<file path="config.mk">
export PLATFORM = sky130hd
export DESIGN_NAME = br_issue_sched
export DESIGN_NICKNAME = d
export VERILOG_FILES = /design/src/rtl/br_issue_sched_pkg.sv /design/src/rtl/br_iq_select.sv /design/src/rtl/br_issue_sched.sv
export SDC_FILE = /design/constraint.sdc
export NUM_CORES = 2
export LEC_CHECK = 0
export BUFFER_PORTS_ARGS = -buffer_cell sky130_fd_sc_hd__buf_2
export CAP_MARGIN = 40
export CORE_MARGIN = 8
export CORE_UTILIZATION = 40
export CTS_BUF_LIST = sky130_fd_sc_hd__clkbuf_16
export CTS_CLUSTER_DIAMETER = 30
export DETAILED_ROUTE_END_ITERATION = 10
export SYNTH_ARGS = -nofsm -noshare
export SYNTH_HDL_FRONTEND = slang
export SYNTH_SLANG_ARGS = --single-unit
</file>
<file path="constraint.sdc">
create_clock -name clk -period 30 [get_ports clk]
set_input_delay 3 -clock clk [delete_from_list [all_inputs] [get_ports clk]]
set_output_delay 3 -clock clk [all_outputs]
set_load 0.02 [all_outputs]
</file>
<file path="src/rtl/br_issue_sched_pkg.sv">
// Shared branch-pipeline widths and encodings, plus the entry layout and
// the CDB wakeup helper used by the branch issue queue.
`ifndef BR_ISSUE_SCHED_DEFS
`define BR_ISSUE_SCHED_DEFS
`define DATA_WIDTH_BR_OP 3
`define BR_OP_BEQ  3'd0
`define BR_OP_BNE  3'd1
`define BR_OP_BLT  3'd2
`define BR_OP_BGE  3'd3
`define BR_OP_BLTU 3'd4
`define BR_OP_BGEU 3'd5
`define BR_OP_JAL  3'd6
`define BR_OP_JALR 3'd7
`define WORD_WIDTH 32
`define PC_WIDTH   32
`define ROB_DEPTH  16
`endif

package br_issue_sched_pkg;

    localparam int unsigned OP_W   = `DATA_WIDTH_BR_OP;
    localparam int unsigned WORD_W = `WORD_WIDTH;
    localparam int unsigned PC_W   = `PC_WIDTH;
    localparam int unsigned ROB_D  = `ROB_DEPTH;
    localparam int unsigned TAG_W  = $clog2(`ROB_DEPTH);

    typedef struct packed {
        logic              rdy;
        logic [TAG_W-1:0]  tag;
        logic [WORD_W-1:0] value;
    } br_src_t;

    typedef struct packed {
        logic              valid;
        logic [OP_W-1:0]   op;
        logic [PC_W-1:0]   pc;
        logic [WORD_W-1:0] imm;
        logic [TAG_W-1:0]  pdst;
        br_src_t           rs1;
        br_src_t           rs2;
    } br_iq_entry_t;

    // A waiting source captures the broadcast value on a tag match; ready sources never change.
    function automatic br_src_t src_wakeup(
        input br_src_t           src,
        input logic              cdb_valid,
        input logic [TAG_W-1:0]  cdb_rob,
        input logic [WORD_W-1:0] cdb_value
    );
        br_src_t res;
        res = src;
        if (!src.rdy && cdb_valid && (src.tag == cdb_rob)) begin
            res.rdy   = 1'b1;
            res.value = cdb_value;
        end
        return res;
    endfunction

endpackage

</file>
<file path="src/rtl/br_iq_select.sv">
// Oldest-ready picker: grants the lowest-index asserted request.
module br_iq_select #(
    parameter int unsigned DEPTH = 4
) (
    input  logic [DEPTH-1:0]         req_i,
    output logic                     gnt_valid_o,
    output logic [$clog2(DEPTH)-1:0] gnt_idx_o
);

    localparam int unsigned IDX_W = $clog2(DEPTH);

    logic                 found;
    logic [IDX_W-1:0]     idx;

    always_comb begin
        found = 1'b0;
        idx   = '0;
        for (int unsigned i = 0; i < DEPTH; i++) begin
            if (req_i[i] && !found) begin
                found = 1'b1;
                idx   = IDX_W'(i);
            end
        end
    end

    assign gnt_valid_o = found;
    assign gnt_idx_o   = idx;

endmodule

</file>
<file path="src/rtl/br_issue_sched.sv">
// Branch issue queue: collapsing age-ordered entries, CDB wakeup, and
// oldest-ready single issue into registered branch-unit outputs.
module br_issue_sched
    import br_issue_sched_pkg::*;
#(
    parameter int unsigned BR_IQ_DEPTH = 4
) (
    input  logic                             clk,
    input  logic                             rst,
    input  logic                             flush,

    input  logic                             disp_valid,
    input  logic [`DATA_WIDTH_BR_OP-1:0]     disp_op,
    input  logic [`PC_WIDTH-1:0]             disp_pc,
    input  logic [`WORD_WIDTH-1:0]           disp_imm,
    input  logic [$clog2(`ROB_DEPTH)-1:0]    disp_Pdst,
    input  logic                             disp_rs1_rdy,
    input  logic [$clog2(`ROB_DEPTH)-1:0]    disp_rs1_tag,
    input  logic [`WORD_WIDTH-1:0]           disp_rs1_value,
    input  logic                             disp_rs2_rdy,
    input  logic [$clog2(`ROB_DEPTH)-1:0]    disp_rs2_tag,
    input  logic [`WORD_WIDTH-1:0]           disp_rs2_value,
    output logic                             disp_ready,

    input  logic                             cdb_valid,
    input  logic [$clog2(`ROB_DEPTH)-1:0]    cdb_rob,
    input  logic [`WORD_WIDTH-1:0]           cdb_value,

    output logic                             br_issue_en,
    output logic [`DATA_WIDTH_BR_OP-1:0]     br_issue_queue_op,
    output logic [`PC_WIDTH-1:0]             br_issue_queue_pc,
    output logic [`WORD_WIDTH-1:0]           br_issue_queue_imm,
    output logic [`WORD_WIDTH-1:0]           br_issue_queue_rs1_value,
    output logic [`WORD_WIDTH-1:0]           br_issue_queue_rs2_value,
    output logic [$clog2(`ROB_DEPTH)-1:0]    br_issue_queue_Pdst_out,

    output logic [$clog2(BR_IQ_DEPTH):0]     iq_count
);

    localparam int unsigned IDX_W = $clog2(BR_IQ_DEPTH);
    localparam int unsigned CNT_W = IDX_W + 1;
    localparam logic [CNT_W-1:0] DEPTH_CNT = CNT_W'(BR_IQ_DEPTH);

    br_iq_entry_t            entries_q [BR_IQ_DEPTH];
    br_iq_entry_t            entries_d [BR_IQ_DEPTH];
    br_iq_entry_t            ent_wk    [BR_IQ_DEPTH];
    br_iq_entry_t            new_ent;
    br_src_t                 rs1_in;
    br_src_t                 rs2_in;
    logic [CNT_W-1:0]        count_q;
    logic [CNT_W-1:0]        count_d;
    logic [CNT_W-1:0]        enq_slot;
    logic                    enq;
    logic [BR_IQ_DEPTH-1:0]  req;
    logic                    gnt_valid;
    logic [IDX_W-1:0]        gnt_idx;

    logic                    iss_en_q;
    logic [OP_W-1:0]         iss_op_q;
    logic [PC_W-1:0]         iss_pc_q;
    logic [WORD_W-1:0]       iss_imm_q;
    logic [WORD_W-1:0]       iss_rs1_q;
    logic [WORD_W-1:0]       iss_rs2_q;
    logic [TAG_W-1:0]        iss_pdst_q;

    assign disp_ready = (count_q < DEPTH_CNT);
    assign enq        = disp_valid && disp_ready && !flush;

    // Selection looks only at registered readiness, so a CDB hit issues no earlier than two cycles later.
    always_comb begin
        req = '0;
        for (int unsigned i = 0; i < BR_IQ_DEPTH; i++) begin
            req[i] = entries_q[i].valid && entries_q[i].rs1.rdy && entries_q[i].rs2.rdy;
        end
    end

    br_iq_select #(
        .DEPTH(BR_IQ_DEPTH)
    ) u_select (
        .req_i      (req),
        .gnt_valid_o(gnt_valid),
        .gnt_idx_o  (gnt_idx)
    );

    always_comb begin
        rs1_in = {disp_rs1_rdy, disp_rs1_tag, disp_rs1_value};
        rs2_in = {disp_rs2_rdy, disp_rs2_tag, disp_rs2_value};

        new_ent       = '0;
        new_ent.valid = 1'b1;
        new_ent.op    = disp_op;
        new_ent.pc    = disp_pc;
        new_ent.imm   = disp_imm;
        new_ent.pdst  = disp_Pdst;
        new_ent.rs1   = src_wakeup(rs1_in, cdb_valid, cdb_rob, cdb_value);
        new_ent.rs2   = src_wakeup(rs2_in, cdb_valid, cdb_rob, cdb_value);

        for (int unsigned i = 0; i < BR_IQ_DEPTH; i++) begin
            ent_wk[i] = entries_q[i];
            if (entries_q[i].valid) begin
                ent_wk[i].rs1 = src_wakeup(entries_q[i].rs1, cdb_valid, cdb_rob, cdb_value);
                ent_wk[i].rs2 = src_wakeup(entries_q[i].rs2, cdb_valid, cdb_rob, cdb_value);
            end
        end

        // Collapse: everything at or above the issued slot moves down one.
        for (int unsigned i = 0; i < BR_IQ_DEPTH - 1; i++) begin
            if (gnt_valid && (IDX_W'(i) >= gnt_idx)) begin
                entries_d[i] = ent_wk[i + 1];
            end else begin
                entries_d[i] = ent_wk[i];
            end
        end
        if (gnt_valid) begin
            entries_d[BR_IQ_DEPTH-1] = '0;
        end else begin
            entries_d[BR_IQ_DEPTH-1] = ent_wk[BR_IQ_DEPTH-1];
        end

        enq_slot = count_q - CNT_W'(gnt_valid);
        if (enq) begin
            for (int unsigned i = 0; i < BR_IQ_DEPTH; i++) begin
                if (CNT_W'(i) == enq_slot) begin
                    entries_d[i] = new_ent;
                end
            end
        end

        count_d = count_q - CNT_W'(gnt_valid) + CNT_W'(enq);
    end

    always_ff @(posedge clk or posedge rst) begin
        if (rst) begin
            for (int unsigned i = 0; i < BR_IQ_DEPTH; i++) begin
                entries_q[i] <= '0;
            end
            count_q    <= '0;
            iss_en_q   <= 1'b0;
            iss_op_q   <= '0;
            iss_pc_q   <= '0;
            iss_imm_q  <= '0;
            iss_rs1_q  <= '0;
            iss_rs2_q  <= '0;
            iss_pdst_q <= '0;
        end else if (flush) begin
            for (int unsigned i = 0; i < BR_IQ_DEPTH; i++) begin
                entries_q[i].valid <= 1'b0;
            end
            count_q  <= '0;
            iss_en_q <= 1'b0;
        end else begin
            entries_q <= entries_d;
            count_q   <= count_d;
            iss_en_q  <= gnt_valid;
            if (gnt_valid) begin
                iss_op_q   <= entries_q[gnt_idx].op;
                iss_pc_q   <= entries_q[gnt_idx].pc;
                iss_imm_q  <= entries_q[gnt_idx].imm;
                iss_rs1_q  <= entries_q[gnt_idx].rs1.value;
                iss_rs2_q  <= entries_q[gnt_idx].rs2.value;
                iss_pdst_q <= entries_q[gnt_idx].pdst;
            end
        end
    end

    assign br_issue_en              = iss_en_q;
    assign br_issue_queue_op        = iss_op_q;
    assign br_issue_queue_pc        = iss_pc_q;
    assign br_issue_queue_imm       = iss_imm_q;
    assign br_issue_queue_rs1_value = iss_rs1_q;
    assign br_issue_queue_rs2_value = iss_rs2_q;
    assign br_issue_queue_Pdst_out  = iss_pdst_q;
    assign iq_count                 = count_q;

endmodule

</file>
==> results.yml <==
drt:
  drc: 0
  vias: 33800
  ant_nets: 0
  wirelength_um: 146000
  drtIter0Drc: 3712
  wire_per_inst_um: 27.1
  firstDrtPassIters: 6
  viasPerCell: 6.28
sta:
  fmax_ghz: 0.149
  post-route-period-util: 0.224
  max_slew_margin: 0.138
  hold_ws_ns: 0.474
  setup_tns_ns: 0
  fin_skew_ns: 0.0468
  hold_violations: 0
  drv_slew: 0
  post-route-min-period_ns: 6.73
  tightest_slew_ns: 1.29
  rsz0062_at_grt: "false"
  setup_viol: 0
placement:
  port_buffers: 325
  dpl_cell_area_mm2: 0.0396
  post-dp-hpwl_um: 84900
  gp_congestion: 0.830
final_layout:
  final_nets: 4226
  fillCellCount: 8393
  area_growth_pct: 25.4
  stdcell_area_mm2: 0.0459
  post_route_cells_drive_above_1_share: 0.189
  multi_input_area_mm2: 0.0170
  regArea_mm2: 0.0181
logic_synthesis:
  synth_area_mm2: 0.0366
  ys_seq_area_frac: 0.494
  synth_common_cells: "dfrtp_1 (723), nand2_1 (493), o21ai_0 (310)"
  synth.avg_cell_area_um2: 9.61
  ys_top_cells_by_area: "dfrtp_1 (49%), mux2i_1 (7.9%), nand2_1 (5.1%)"
  synth_edf_count: 0
  synth_nets: 4001
  ys_seq_elements: 723
  ys_types: 64
  synthArstFlopShare: 1.00
  yosysWarnings: 0
  postSynthCellCount: 3811
  post-synth-top-count-cell: "dfrtp_1"
  synth_top_area_frac: 0.494
  ys.flop_type: "dfrtp_1"
  synth_area_leader_cell: "dfrtp_1"
global_routing:
  grt_pass1_wl_um: 222000
  antenna_found_initial: 40
  grt-ovfl-total: 0
  grt_usage: 0.278
  grt_max_degree: 157
  grt_pass1_vias: 34300
worst_setup_path:
  arrival_ns: 7.29
  cp_max_fo: 133
  cp-end-kind: "flop"
  start_kind: "input pin"
  cp_data_required_time_ns: 30.56
  path_class: "input pin to flop"
power_and_ir_drop:
  vdd_drop_max_mv: 0.0629
  cellLeakagePower_uw: 0.0215
  p_per_area_mw_per_mm2: 119
worst_hold_path:
  hold_path_class: "flop to flop"
status:
  status: "finished, final reports clean"
clocking:
  cts_root_buffer: "clkbuf_16"
  clk_pin_slew_worst_paths_ns: 0.04
  numCtsBuffers: 175
  postCtsHoldBufs: 0
  cts_num_sinks: 723
  htreeDepth: 4
  clock_path_buffers: 3
  worstSkewPairLatency_ns: 0.77
  cts_tree: "yes"
  post_cts_resized: 0
  post-cts-setup-buffers: 0
floorplanning:
  initial_core_util: 0.401
  dieArea_mm2: 0.101
  rows: 111
  io_pins: 326
  die_x_um: 319
  fp.dieH_um: 319
  coreArea_mm2: 0.0912
run:
  drv_cap: 0
[power by group]
part	internal (uW)	switching (uW)
logic	659	981
registers	1460	360
clock network	1360	620
[metrics by stage]
| stage | instances | utilization | worst slack (ns) | total power [uW] |
|---|---|---|---|---|
| after global placement | 5016 | 0.426 | 22.69 | 3370 |
| after global routing | 5375 | 0.503 | 23.17 | 5740 |
| final | 5385 | 0.503 | 23.27 | 5450 |
| after floorplan | 3811 | - | 6.72 | 2860 |
| after CTS | 5361 | 0.502 | 23.37 | 5450 |
| after detailed placement | 5045 | 0.434 | 22.60 | 3450 |
[path summary, 6_finish.rpt]
path | start | endpoint | slack, ns | cells past startpoint
worst max-delay path | flush | br_issue_queue_rs2_value[23] | 23.27 | 7
worst min-delay path | ent_wk[566] | ent_wk[566] | 0.47 | 2
worst max register to register | entries_q[511] | entries_q[64] | 24.86 | 13
worst min register to register | ent_wk[566] | ent_wk[566] | 0.47 | 2
max in group asynchronous | rst | entries_q[65] | 25.73 | 6
min in group asynchronous | rst | ent_wk[86] | 2.40 | 2
[registers in the layout, indices dropped and copies added, names as in the netlist]
signal / count
br_issue_en: 1
ent_wk: 288
br_issue_queue_rs2_value: 32
iq_count: 3
entries_q: 296
br_issue_queue_op: 3
br_issue_queue_pc: 32
br_issue_queue_Pdst_out: 4
br_issue_queue_imm: 32
br_issue_queue_rs1_value: 32
[metal layers]
layer  share of wire  vias to the layer above  global-route usage
li1                -                    14700                   -
met1            0.41                    16900               0.360
met2            0.46                     1795               0.440
met3           0.094                      380              0.0763
met4           0.037                       24               0.115
met5          0.0011                        -                   0
[worst max-delay path: stages]
cell      delay (ns)
buf_8           0.60
buf_4           0.74
inv_8           0.42
nand2_4         0.57
buf_4           0.75
buf_4           0.74
o221ai_1        0.24
[cell type report]
type / instances / area share
clock buffers: 180 / 0.0981
well taps: 1186 / 0.0323
diodes: 24 / 0.00131
clock inverters: 136 / 0.0372
inverters: 56 / 0.00491
flip-flops and latches: 723 / 0.394
multi-input cells: 2660 / 0.369
repair buffers: 420 / 0.0628
[logic make-up after synthesis]
kind of cell | Yosys count | synth area share
compound gates | 1394 | 0.254
simple gates | 886 | 0.0981
flops | 723 | 0.494
buf+inv | 428 | 0.0491
mux | 334 | 0.0929
xor+xnor | 42 | 0.0100
fa+ha+maj | 4 | 0.00137
[cells in the final DEF (no fill, tap or decap), drive strengths merged, types with 14 or more instances in the layout]
master	synthesis	final
nand2	497	497
a211oi	43	43
clkinv	0	67
o221ai	157	157
o2bb2ai	18	18
nor2	285	285
o22a	37	37
a221oi	78	78
nor3	41	41
a22oi	207	207
mux2	46	46
o22ai	203	203
clkbuf	233	180
or3	22	22
xor2	22	22
xnor2	20	20
a222oi	14	14
buf	139	420
diode	0	24
inv	56	81
o211a	18	18
mux2i	288	288
bufinv	0	33
a21oi	210	210
o32ai	18	18
o21ai	360	360
dfrtp	723	723
(Power assumes the default switching activity.)
